[config.mk]
export PLATFORM = sky130hd
export DESIGN_NAME = alu_opb_stage
export DESIGN_NICKNAME = d
export VERILOG_FILES = /design/src/rtl/alu_opb_stage.sv
export SDC_FILE = /design/constraint.sdc
export NUM_CORES = 1
export LEC_CHECK = 0
export ABC_AREA = 1
export BUFFER_PORTS_ARGS = -buffer_cell sky130_fd_sc_hd__buf_4
export CORE_MARGIN = 2
export CORE_UTILIZATION = 50
export DETAILED_ROUTE_END_ITERATION = 8
export HOLD_SLACK_MARGIN = 0.1
export PLACE_DENSITY = 0.8
export SETUP_SLACK_MARGIN = 0.5
export SLEW_MARGIN = 20
export SYNTH_ARGS = -nofsm -noshare
export SYNTH_HDL_FRONTEND = slang
export SYNTH_SLANG_ARGS = --single-unit
[constraint.sdc]
create_clock -name clk -period 2.4 [get_ports clk]
set_input_delay 0.36 -clock clk [delete_from_list [all_inputs] [get_ports clk]]
set_output_delay 0.36 -clock clk [all_outputs]
set_load 0.005 [all_outputs]
[src/rtl/alu_opb_stage.sv]
// ALU operand-B select stage: immediate/forwarding select feeding a 2-entry skid buffer
// with valid/ready handshake, a sticky illegal-select flag and a saturating stall counter.
//
//  state    | meaning
//  ---------+---------------------------------------------------
//  ST_EMPTY | no operand held, accepting
//  ST_ONE   | operand in main register (opb), accepting
//  ST_TWO   | main and skid registers full, upstream stalled
module alu_opb_stage #(
   parameter int DATA_W = 32,
   parameter int IMM_W  = 16,
   parameter int CNT_W  = 16
) (
   input  logic              clk,
   input  logic              rst_n,
   input  logic              in_valid,
   output logic              in_ready,
   input  logic [DATA_W-1:0] rd2,
   input  logic [IMM_W-1:0]  imm,
   input  logic              alusrc,
   input  logic              imm_zext,
   input  logic [1:0]        fwd_sel,
   input  logic [DATA_W-1:0] fwd_exmem,
   input  logic [DATA_W-1:0] fwd_memwb,
   output logic              out_valid,
   input  logic              out_ready,
   output logic [DATA_W-1:0] opb,
   output logic              sel_err,
   output logic [CNT_W-1:0]  stall_cnt
);

   typedef enum logic [1:0] {ST_EMPTY, ST_ONE, ST_TWO} state_t;

   state_t            r_state;
   logic [DATA_W-1:0] r_opb;
   logic [DATA_W-1:0] r_skid;
   logic              r_sel_err;
   logic [CNT_W-1:0]  r_stall_cnt;

   logic [DATA_W-1:0] w_imm_ext;
   logic [DATA_W-1:0] w_sel;
   logic              w_accept;
   logic              w_illegal;

   always_comb begin
      if (imm_zext) w_imm_ext = DATA_W'(imm);
      else          w_imm_ext = DATA_W'($signed(imm));
   end

   // Illegal forward code falls back to the register-file value.
   always_comb begin
      w_sel = rd2;
      if (alusrc) begin
         w_sel = w_imm_ext;
      end else begin
         case (fwd_sel)
            2'b01:   w_sel = fwd_exmem;
            2'b10:   w_sel = fwd_memwb;
            default: w_sel = rd2;
         endcase
      end
   end

   assign in_ready  = (r_state != ST_TWO);
   assign out_valid = (r_state != ST_EMPTY);
   assign w_accept  = in_valid && in_ready;
   assign w_illegal = w_accept && !alusrc && (fwd_sel == 2'b11);

   assign opb       = r_opb;
   assign sel_err   = r_sel_err;
   assign stall_cnt = r_stall_cnt;

   always_ff @(posedge clk or negedge rst_n) begin
      if (!rst_n) begin
         r_state <= ST_EMPTY;
         r_opb   <= '0;
         r_skid  <= '0;
      end else begin
         case (r_state)
            ST_EMPTY: begin
               if (w_accept) begin
                  r_opb   <= w_sel;
                  r_state <= ST_ONE;
               end
            end
            ST_ONE: begin
               if (w_accept && out_ready) begin
                  r_opb <= w_sel;
               end else if (w_accept) begin
                  r_skid  <= w_sel;
                  r_state <= ST_TWO;
               end else if (out_ready) begin
                  r_state <= ST_EMPTY;
               end
            end
            ST_TWO: begin
               if (out_ready) begin
                  r_opb   <= r_skid;
                  r_state <= ST_ONE;
               end
            end
            default: r_state <= ST_EMPTY;
         endcase
      end
   end

   always_ff @(posedge clk or negedge rst_n) begin
      if (!rst_n) begin
         r_sel_err   <= 1'b0;
         r_stall_cnt <= '0;
      end else begin
         if (w_illegal)
            r_sel_err <= 1'b1;
         if (out_valid && !out_ready && (r_stall_cnt != '1))
            r_stall_cnt <= r_stall_cnt + 1'b1;
      end
   end

endmodule

# Word level (Yosys, flattened, before mapping)
# Index checks and enable logic that the tools add are counted.
op_classes:
  addsub: 1
  n_eq_ne: 12
  mux: 13
  bitwise: 1
  n_reduce_logical: 14
ops:
  columns: ["cell", "count"]
  rows:
  - ["$mux W32", 5]
  - ["$pmux W32 S3", 1]
  - ["$pmux W32 S2", 1]
  - ["$add A16 B1 Y16 const B", 1]
  - ["$ne A16 B16 Y1 const B", 1]
  - ["$mux W2", 5]
  - ["$ne A2 B2 Y1 const B", 5]
  - ["$reduce_and A4 Y1", 2]
  - ["$eq A2 B2 Y1 const B", 3]
  - ["$logic_and A1 B1 Y1", 6]
  - ["$pmux W2 S3", 1]
  - ["$eq A2 B1 Y1 const B", 2]
  - ["$ne A3 B3 Y1 const B", 1]
  - ["$reduce_and A3 Y1", 1]
  - ["$reduce_bool A3 Y1", 1]
  - ["$logic_not A1 Y1", 2]
  - ["$logic_not A2 Y1", 1]
  - ["$reduce_bool A2 Y1", 1]
  - ["$not A1 Y1", 1]
word_totals:
  register_bits: 83
  inputBits: 120
  out_inout_bits: 51
  word_cells: 46

# Logic depth before layout (Yosys ltp)
# Gate-level depths: netlist of the first run.
logic_depth:
  ltp_word: 5
  depth_mapped: 11
  depth_no_buf: 10

# Worst setup path before layout of the first run
# Ideal clock, no wire load.
synth_path:
  path_type: "input -> register"
  startpoint: "in fwd_sel[0]"
  endpoint: "reg r_opb[16], in the netlist opb[16]"
  setup_time_ns: 0.116
  t_arrival_ns: 1.497
  required_time_ns: 2.284
  slack_ns: 0.787
  stages: 9
  path_buffers: 1
  cell_sequence: "inv_1 -> ha_1 -> inv_2 -> clkbuf_1 -> nand3_1 -> a21oi_1 -> nand2_1 -> nand2_1 -> nand2_1"
synth_between:
  elab_chain_len: 5
  word_cells_on_any_way: 7
  cone_classes: "eq/ne: 2; mux: 5"
synth_rtl:
  columns: ["element", "line", "source"]
  rows:
  - ["from (decl)", "22", "input logic [1:0] fwd_sel,"]
  - ["$eq A2 B2 Y1 / $eq A2 B1 Y1 (equally long branches)", "56", "case (fwd_sel)"]
  - ["$pmux W32 S2 *", "56", null]
  - ["$mux W32 *", "53", "if (alusrc) begin"]
  - ["$mux W32 (on tied branches)", "87, 81", null]
  - ["$pmux W32 S3 *", "79", "case (r_state)"]
  - ["to (signal assigned)", "82", "r_opb <= w_sel;"]
  - ["to (signal assigned)", "88", "r_opb <= w_sel;"]
  - ["to (signal assigned)", "98", "r_opb <= r_skid;"]
  - ["to (decl)", "35", "logic [DATA_W-1:0] r_opb;"]
# Every way passes the cells marked *; elsewhere a longest branch is shown, timed or not. The select of a mux whose other input is x is not followed.
# A chain may end at the register's enable or synchronous reset.

# Worst setup path after layout of the first run
layout_path:
  startpoint: "reg r_state[1]"
  endpoint: "out in_ready"
layout_between:
  elab_chain_len: 1
layout_rtl:
  columns: ["element", "line", "source"]
  rows:
  - ["from (decl)", "34", "state_t r_state;"]
  - ["from (signal assigned)", "75", "r_state <= ST_EMPTY;"]
  - ["from (signal assigned)", "83", "r_state <= ST_ONE;"]
  - ["from (signal assigned)", "91", "r_state <= ST_TWO;"]
  - ["$ne A2 B2 Y1", "64", "assign in_ready = (r_state != ST_TWO);"]
  - ["to (decl)", "17", "output logic in_ready,"]
# No other way between the ends.

==> flow_summary.toml, run 1 <==
[synth]
async_flop_share = 1.000
yosysUniqueCellTypes = 28
synth_edf_count = 0
syn_nets = 834
avgSynthCellArea_um2 = 6.799
yosysSeqAreaShare = 0.4303
synthTopCellsByArea = "dfrtp_1 (43%), nand2_1 (22%), nor2_1 (9.3%)"
yosysTopAreaCell = "dfrtp_1"
ys.warnings.count = 0
synth_cells = 710
ys_seq_elements = 83
syn-cell-area_mm2 = 0.004827
synth_ff_type = "dfrtp_1"
synth.top_cell.area_share = 0.4303

[setup_path]
slowest_stage = "dfrtp_1"
critical_path.max_fanout = 26
cp_top_family = "buffers and inverters"
max_stage_delay_ns = 0.40
cp.required_ns = 2.04
reg2regPathDepth = 6
crit_path_cell_trace = "inv_1, nor2_4, inv_2, buf_4"
timing.rr.end = "stall_cnt[5]$_DFFE_PN0P_"
path_class = "register to primary output"
reg2reg_slack_ns = 0.69
startpoint_type = "register"
reg2reg_from = "stall_cnt[0]$_DFFE_PN0P_"
cp.arrival_ns = 1.43
end_kind = "primary output"
path_buf_inv = 3

[timing]
finalMaxSlewViolations = 0
fin_tns_setup_ns = 0
timing.final.ws_setup_ns = 0.6051
max_slew_margin = 0.6886
finalCriticalPeriod_ns = 1.795
setup_viol = 0
fin_skew_ns = 0.01182
maxClockFrequency_mhz = 557.1
period_share = 0.7479
grt_setup_unrepaired = "true"
worst_pin_slew_ns = 0.4666
hold_viol = 0

[clocking]
cts_buffers = 9
clkTransAtPathRegs_ns = 0.09
root_buffer = "clkbuf_8"
cts_tree = "yes"
htreeDepth = 3
cts.sinks = 83
clk_latency_ns = 0.34
max-clock-path-buffers = 2

[flow_run]
drv_cap = 0

[place]
routabilityCongestion = 0.9472
io_buffers = 170
post-place-ws_ns = 0.5295
dp_hpwl_mm = 10.53

[detailed_routing]
dr.pass1.iters = 5
dr.first_iter.drc_count = 362
drcViolationCount = 0
ant_nets = 0
wl_mm = 13.91
vias_per_cell = 5.137
wl_per_cell_um = 13.85
via_count = 5158

[global_route]
track_usage = 0.2711
first_global_vias = 4754
overflow = 0
antenna_found_initial = 0
grt_pass1_wl_mm = 22.45
grt_max_degree = 70

[layout]
regArea_mm2 = 0.002077
multiInputGateArea_mm2 = 0.002496
diodes = 0
drive_above_1_share = 0.2503
fin_nets = 995
area_growth_pct = 34.21
nFillCells = 788

[floorplanning]
fp.dieH_um = 102.3
die_w_um = 102.3
core_area_mm2 = 0.009284
rows = 35
dieArea_mm2 = 0.01046
io_pins = 171
initial_utilization = 0.5199

[run_status]
status = "completed"

[power_and_ir_drop]
power_density_mw_per_mm2 = 785.4
power.leakage_nw = 3.371
p_total_mw = 5.088
irDropWorstVdd_v = 0.0004214

[worst_hold_path]
hold_start = "in_valid"
min_path_type = "input pin to register"
whs_endpoint = "r_state[0]$_DFFE_PN0P_"
min_path_cells = 2
==> sequential cells by signal, indices dropped and copies added, names as in the netlist <==
register and cells:
sel_err 1, stall_cnt 16, r_skid 32, r_state 2, opb 32
==> report_power, final <==
group / switching (mW) / total, mW / internal [mW]
clock network: 0.488 / 0.967 / 0.478
registers: 0.372 / 2.28 / 1.91
logic: 0.921 / 1.84 / 0.919
==> area by class of cell <==
| type | count | area share |
|---|---|---|
| Timing Repair Buffer | 189 | 0.2271 |
| Clock inverter | 4 | 0.007918 |
| Sequential cell | 83 | 0.3206 |
| Tap cell | 129 | 0.02491 |
| Clock buffer | 11 | 0.02028 |
| Inverter | 24 | 0.01390 |
| Multi-Input combinational cell | 564 | 0.3853 |
==> per-layer routing <==
layer  global-route usage  part of all wire  wire (um)
met5                    0                 0          0
met2               0.4297              0.47       6472
met1               0.3879              0.44       6175
met4              0.06974             0.018        252
met3              0.04788             0.072       1005
==> through the flow <==
stage	cells	utilization	hold slack, ns	instance area (um2)
after detailed placement	982	0.6695	0.2381	6216
after floorplan	710	-	0.06441	4827
final	1004	0.6978	0.2565	6479
after CTS	999	0.6911	0.2495	6416
after global routing	1004	0.6978	0.2490	6479
after global placement	982	0.6695	0.2358	6216
==> synth_stat cells, types with 4 or more instances <==
cell type	instances
o21ai_1	7
o211ai_1	6
a21oi_1	41
inv_2	5
xnor2_1	6
a31oi_1	19
nand4_1	4
clkbuf_1	13
o21ai_0	24
inv_1	19
nand3_1	37
nor2_1	119
ha_1	4
buf_2	23
nand2_1	281
nor2_2	4
dfrtp_1	83
==> worst max path at each step <==
stage	from	to	slack [ns]	depth (start not counted)
6_report	r_state[1]$_DFFE_PN0P_	in_ready	0.61	4
5_1_grt	r_state[1]$_DFFE_PN0P_	in_ready	0.52	4
4_1_cts	stall_cnt[0]$_DFFE_PN0P_	stall_cnt[5]$_DFFE_PN0P_	0.52	6
3_5_place_dp	fwd_sel[0]	opb[8]$_DFFE_PN0P_	0.53	10
3_3_place_gp	fwd_sel[0]	opb[19]$_DFFE_PN0P_	0.57	11
2_1_floorplan	fwd_sel[0]	opb[16]$_DFFE_PN0P_	0.79	9
==> kinds of logic after synthesis <==
family,Yosys count,share of synthesized area
compound gates,101,0.1159
flops,83,0.4303
simple gates,452,0.3727
buf+inv,63,0.05806
fa+ha+maj,4,0.01037
xor+xnor,7,0.01270
==> what timing repair did <==
action / in CTS / in global routing
endpoints found under the hold margin: 14 / 0
gates resized for setup: 0 / 2
pin swaps: 1 / 1
setup buffers: 1 / 5
endpoints found under the setup margin: 1 / 37
hold buffers: 1 / 0
==> layout by cell type (no fill, tap or decap) <==
master and count:
a21oi_1 41, clkinv_2 1, inv_2 5, bufinv_16 1
o21ai_4 2, clkbuf_1 2, dlygate4sd3_1 1, inv_6 1
o21ai_0 24, clkbuf_8 9, o21ai_1 7, nor2_2 3
nand4_1 4, buf_4 184, a31oi_1 19, inv_1 19
o211ai_1 6, or2_2 1, nand3_1 37, xnor2_1 6
dfrtp_1 83, xor2_1 1, nand2_4 1, a41o_1 1
nand2_1 281, o31ai_1 1, buf_12 4, nand2_2 2
clkinvlp_4 1, ha_1 4, nor2_4 3, nor2_1 119
nor3_4 1
Note: power is estimated with default switching activity, not from simulation.
==> run 2, diff against run 1 <==
--- a/config.mk
+++ b/config.mk
@@ -5,13 +5,13 @@
 export SDC_FILE = /design/constraint.sdc
 export NUM_CORES = 1
 export LEC_CHECK = 0
-export ABC_AREA = 1
+export ABC_AREA = 0
 export BUFFER_PORTS_ARGS = -buffer_cell sky130_fd_sc_hd__buf_4
 export CORE_MARGIN = 2
-export CORE_UTILIZATION = 50
+export CORE_UTILIZATION = 45
 export DETAILED_ROUTE_END_ITERATION = 8
 export HOLD_SLACK_MARGIN = 0.1
-export PLACE_DENSITY = 0.8
+export PLACE_DENSITY = 0.77
 export SETUP_SLACK_MARGIN = 0.5
 export SLEW_MARGIN = 20
 export SYNTH_ARGS = -nofsm -noshare
==> constraint.sdc (replaced) <==
create_clock -name clk -period 1.6 [get_ports clk]
set_input_delay 0.24 -clock clk [delete_from_list [all_inputs] [get_ports clk]]
set_output_delay 0.24 -clock clk [all_outputs]
set_load 0.005 [all_outputs]
==> flow_summary.toml, run 2 <==
[run_status]
status = "complete, but fails checks"
violations = "setup timing"

[synth]
syn_nets = 605
synthTopCellsByArea = "dfrtp_1 (45%), nand2_1 (5.1%), a21oi_1 (4.6%)"
synthAdderAreaFrac = 0.01083
synth-simple-area-share = 0.1855
synth_top_family_by_area = "compound AO/OA/AOI/OAI gates"
synth_mux_area_frac = 0.05417
synth.top_cell.area_share = 0.4496
yosysUniqueCellTypes = 47
synthTopCellsByCount = "dfrtp_1 (83), nand2_1 (63), a21oi_1 (42)"
synth_xor_xnor_area_share = 0.02465
syn-cell-area_mm2 = 0.004619
ys_seq_elements = 83
synth_ff_type = "dfrtp_1"
async_flop_share = 1.000
ys.warnings.count = 0
yosysTopAreaCell = "dfrtp_1"
synth_cells = 481
synth_compound_area_frac = 0.2237
synth_edf_count = 0
synth.most_common_cell = "dfrtp_1"
yosysSeqAreaShare = 0.4496
avgSynthCellArea_um2 = 9.604

[setup_path]
end_kind = "register"
startpoint_type = "register"
path_class = "register to register"
reg2reg_slack_ns = -0.009
cp.required_ns = 1.87
cp.arrival_ns = 1.88
critical_path.max_fanout = 46
timing.rr.end = "opb[5]$_DFFE_PN0P_"
reg2reg_from = "r_state[1]$_DFFE_PN0P_"
crit_start = "r_state[1]$_DFFE_PN0P_"
reg2regPathDepth = 6

[clocking]
clk_latency_ns = 0.36
max-clock-path-buffers = 2
cts_buffers = 9
root_buffer = "clkbuf_8"
cts.sinks = 83
clkTransAtPathRegs_ns = 0.10
htreeDepth = 3
cts_tree = "yes"

[worst_hold_path]
hold_start = "out_ready"
min_path_cells = 2
min_path_type = "input pin to register"
whs_endpoint = "r_state[1]$_DFFE_PN0P_"

[global_route]
grt_max_degree = 47
first_global_vias = 5295
overflow = 0
antenna_found_initial = 0
grt_pass1_wl_mm = 26.28
track_usage = 0.2946

[timing]
timing.final.ws_setup_ns = -0.009341
finalCriticalPeriod_ns = 1.609
maxClockFrequency_mhz = 621.4
fin_tns_setup_ns = -0.03740
max_slew_margin = 0.5405
holdWs_ns = 0.1230
setup_viol = 6
worst_pin_slew_ns = 0.6892
grt_setup_unrepaired = "true"
period_share = 1.006
finalMaxSlewViolations = 0
fin_skew_ns = 0.01681
hold_viol = 0

[detailed_routing]
wl_mm = 17.78
ant_nets = 0
dr.first_iter.drc_count = 250
vias_per_cell = 5.788
via_count = 5128
dr.pass1.iters = 4
wl_per_cell_um = 20.06
drcViolationCount = 0

[power_and_ir_drop]
seq_power_share = 0.383
power_density_mw_per_mm2 = 1073
power.leakage_nw = 3.848
p_sw_frac = 0.3432
p_total_mw = 8.777
pwr-share-clk = 0.164
irDropWorstVdd_v = 0.0009178
internal_power_mw = 5.765
combPwrFrac = 0.453
switching_power_mw = 3.013

[layout]
final_cells = 886
final_area_mm2 = 0.008178
fin_util = 0.8290
regArea_mm2 = 0.002088
multiInputGateArea_mm2 = 0.002885
fin_nets = 872
final_cell_mix = "buf_4 (186), buf_6 (89), dfrtp_1 (74), nand2_1 (61), nor2_4 (24)"
diodes = 0
area_growth_pct = 77.03
drive_above_1_share = 0.5631
final_common_cell = "buf_4"
nFillCells = 560

[place]
io_buffers = 170
placed_cell_area_mm2 = 0.006301
routabilityCongestion = 0.8499
post-place-ws_ns = -0.2979
place_inst = 776
dp_hpwl_mm = 9.745

[floorplanning]
io_pins = 171
initial_utilization = 0.4683
fp.dieH_um = 105.3
rows = 36
dieArea_mm2 = 0.01109
die_w_um = 105.3
core_area_mm2 = 0.009864

[flow_run]
drv_cap = 0
==> run 2: changes by cell type after synthesis, sizes merged, moves of 20 or more <==
cell    before  now
nand2      284   63
nor2       125   36
nand3       37    7
a221oi       0   23
nor2b        0   21
nor3         1   22
inv         24    4
==> run 2: metal layers <==
layer	vias up	track usage	part of all wire
met5	-	0	0
met4	0	0.09619	0.034
met3	56	0.07174	0.061
met2	231	0.5221	0.53
met1	2537	0.3492	0.38
li1	2304	-	-
==> run 2: power groups by stage <==
stage                     Sequential, mW  Clock, mW  Combinational, mW
final                               3.36       1.44               3.97
after global routing                3.42       1.55               4.22
after CTS                           3.25       1.43               3.44
after detailed placement            3.22          0               2.47
after global placement              3.18          0               2.38
after floorplan                     3.18          0               1.31
==> run 2: how the worst max path moves through the flow <==
stage | endpoint | slack [ns]
final | opb[5]$_DFFE_PN0P_ | -0.009
after global routing | stall_cnt[7]$_DFFE_PN0P_ | -0.12
after CTS | in_ready | 0.07
after detailed placement | opb[21]$_DFFE_PN0P_ | -0.30
after global placement | opb[21]$_DFFE_PN0P_ | -0.30
after floorplan | r_skid[29]$_DFFE_PN0P_ | 0.07
==> run 2: layout make-up <==
type	count	share of cell area
clock inverter	5	0.003366
timing repair buffer	295	0.3472
sequential	83	0.2554
inverter	4	0.002448
multi-input combinational	355	0.3528
tap	133	0.02035
clock buffer	11	0.01851
==> run 2: timing repair <==
item	4_1_cts	5_1_grt
endpoints found under the hold margin	24	0
setup endpoints to repair	133	134
gates cloned	6	1
pin swaps	27	19
gates resized for setup	150	59
buffers inserted	54	32
hold buffers	1	0
==> run 2: kinds of logic after synthesis <==
family,count (synthesis)
AND/OR/NAND/NOR,166
AO/OA/AOI/OAI,152
flip-flops,83
buffers and inverters,43
multiplexers,20
XOR/XNOR,13
adder cells (fa/ha/maj),4
==> run 2: critical path, stage by stage, from the launching register on <==
cell       delay [ns]
dfrtp_2          0.42
buf_4            0.15
mux2i_4          0.27
a2bb2oi_4        0.23
buf_12           0.24
nand2_1          0.09
o21ai_0          0.09
==> run 3, diff against run 2 <==
--- a/config.mk
+++ b/config.mk
@@ -8,10 +8,10 @@
 export ABC_AREA = 0
 export BUFFER_PORTS_ARGS = -buffer_cell sky130_fd_sc_hd__buf_4
 export CORE_MARGIN = 2
-export CORE_UTILIZATION = 45
+export CORE_UTILIZATION = 50
 export DETAILED_ROUTE_END_ITERATION = 8
 export HOLD_SLACK_MARGIN = 0.1
-export PLACE_DENSITY = 0.77
+export PLACE_DENSITY = 0.81
 export SETUP_SLACK_MARGIN = 0.5
 export SLEW_MARGIN = 20
 export SYNTH_ARGS = -nofsm -noshare
==> constraint.sdc (replaced) <==
create_clock -name clk -period 2 [get_ports clk]
set_input_delay 0.3 -clock clk [delete_from_list [all_inputs] [get_ports clk]]
set_output_delay 0.3 -clock clk [all_outputs]
set_load 0.005 [all_outputs]
==> flow_summary.toml, run 3 (synthesis results as in run 2) <==
[global_route]
grt_pass1_wl_mm = 20.58
track_usage = 0.2586
overflow = 0
grt_max_degree = 51
first_global_vias = 4229
antenna_found_initial = 0

[layout]
regArea_mm2 = 0.002087
drive_above_1_share = 0.4268
area_growth_pct = 43.58
final_cell_mix = "buf_4 (190), dfrtp_1 (75), nand2_1 (63), a21oi_1 (42), nor2_1 (33)"
diodes = 0
fin_nets = 782
nFillCells = 693
multiInputGateArea_mm2 = 0.002515
final_common_cell = "buf_4"

[timing]
period_share = 0.7744
worst_pin_slew_ns = 0.7368
finalMaxSlewViolations = 0
finalCriticalPeriod_ns = 1.549
setup_viol = 0
grt_setup_unrepaired = "true"
holdWs_ns = 0.1639
max_slew_margin = 0.5088
maxClockFrequency_mhz = 645.7
fin_skew_ns = 0.01287
hold_viol = 0

[place]
dp_hpwl_mm = 9.037
io_buffers = 170
routabilityCongestion = 0.9213

[setup_path]
slowest_stage = "a221oi_1"
reg2regPathDepth = 4
max_stage_delay_ns = 0.40
startpoint_type = "input pin"
reg2reg_from = "r_state[1]$_DFFE_PN0P_"
reg2reg_slack_ns = 0.45
cp.arrival_ns = 1.80
critical_path.max_fanout = 17
end_kind = "register"
crit_path_cell_trace = "buf_4, inv_6, ha_4, buf_6, a22o_1, a221oi_1, a211oi_1, a21o_1"
cp.required_ns = 2.26
timing.rr.end = "r_skid[31]$_DFFE_PN0P_"
path_class = "input pin to register"

[clocking]
cts_buffers = 9
root_buffer = "clkbuf_8"
max-clock-path-buffers = 2
clkTransAtPathRegs_ns = 0.09
clk_latency_ns = 0.36
cts_tree = "yes"
htreeDepth = 3
cts.sinks = 83

[flow_run]
drv_cap = 0

[worst_hold_path]
hold_start = "out_ready"
min_path_cells = 2
whs_endpoint = "r_state[1]$_DFFE_PN0P_"
min_path_type = "input pin to register"

[floorplanning]
io_pins = 171
dieArea_mm2 = 0.01002
initial_utilization = 0.5071
die_w_um = 100.1
core_area_mm2 = 0.009109
fp.dieH_um = 100.1
rows = 35

[detailed_routing]
drcViolationCount = 0
ant_nets = 0
via_count = 4485
vias_per_cell = 5.795
wl_mm = 13.60
dr.pass1.iters = 4
dr.first_iter.drc_count = 144
wl_per_cell_um = 17.57

[run_status]
status = "completed"

[power_and_ir_drop]
irDropWorstVdd_v = 0.0006358
p_total_mw = 5.904
power.leakage_nw = 3.227
power_density_mw_per_mm2 = 890.2
run 3: cell count changes in the layout (fill, tap and decap cells not counted), moves of 6 or more:
cell | before | now
nor2_1 | 10 | 33
buf_6 | 89 | 6
o22ai_1 | 18 | 11
a21oi_2 | 22 | 0
buf_16 | 6 | 0
nor2_4 | 24 | 2
o22ai_2 | 0 | 7
buf_12 | 12 | 6
a21oi_1 | 20 | 42
run 3: what timing repair did:
action / in CTS / in global routing
gates resized for setup: 21 / 24
hold buffers: 1 / 0
hold endpoints to repair: 36 / 0
setup buffers: 11 / 10
endpoints found under the setup margin: 52 / 61
pin swaps: 3 / 6
cloned: 1 / 0
run 3: metrics by stage:
stage	area (um2)	instances	setup WS, ns	TNS [ns]	util
final	6633	774	0.4512	0	0.7282
after global routing	6633	774	0.3662	0	0.7282
after CTS	6421	764	0.4377	0	0.7049
after detailed placement	6018	735	-0.01764	-0.01764	0.6607
after global placement	6018	735	0.04490	0	0.6607
after floorplan	4687	481	0.4093	0	-
run 3: area by class of cell:
type | count | share of cell area
Sequential cell | 83 | 0.3147
Tap cell | 111 | 0.02094
Multi-Input combinational cell | 355 | 0.3792
Timing Repair Buffer | 205 | 0.2520
Inverter | 4 | 0.003018
Clock buffer | 9 | 0.01868
Clock inverter | 7 | 0.01151
run 3: power by group:
group / total (mW) / leakage [nW] / switching [mW] / internal (mW)
logic: 2.11 / 2.12 / 0.933 / 1.18
registers: 2.55 / 1.01 / 0.363 / 2.19
clock network: 1.24 / 0.0962 / 0.655 / 0.586
run 3: worst max-delay path by stage:
stage / start / endpoint / cells after the start
after detailed placement: fwd_sel[1] / opb[21]$_DFFE_PN0P_ / 6
final: fwd_sel[0] / opb[21]$_DFFE_PN0P_ / 8
after CTS: r_state[1]$_DFFE_PN0P_ / in_ready / 4
after floorplan: fwd_sel[1] / r_skid[29]$_DFFE_PN0P_ / 6
after global routing: fwd_sel[0] / opb[21]$_DFFE_PN0P_ / 8
after global placement: fwd_sel[1] / opb[21]$_DFFE_PN0P_ / 6
run 3: routing by layer:
| metal | global-route usage | vias up | routed length (um) |
|---|---|---|---|
| met4 | 0.08114 | 0 | 301 |
| met3 | 0.05641 | 16 | 783 |
| met1 | 0.3387 | 2207 | 5513 |
| met5 | 0 | - | 0 |
| li1 | - | 2114 | - |
| met2 | 0.4311 | 148 | 7004 |
run 3: critical path: cells and delay by family:
family | cells | cell delay (ns)
buffers and inverters | 3 | 0.33
adder cells (fa/ha/maj) | 1 | 0.22
AO/OA/AOI/OAI | 4 | 0.95
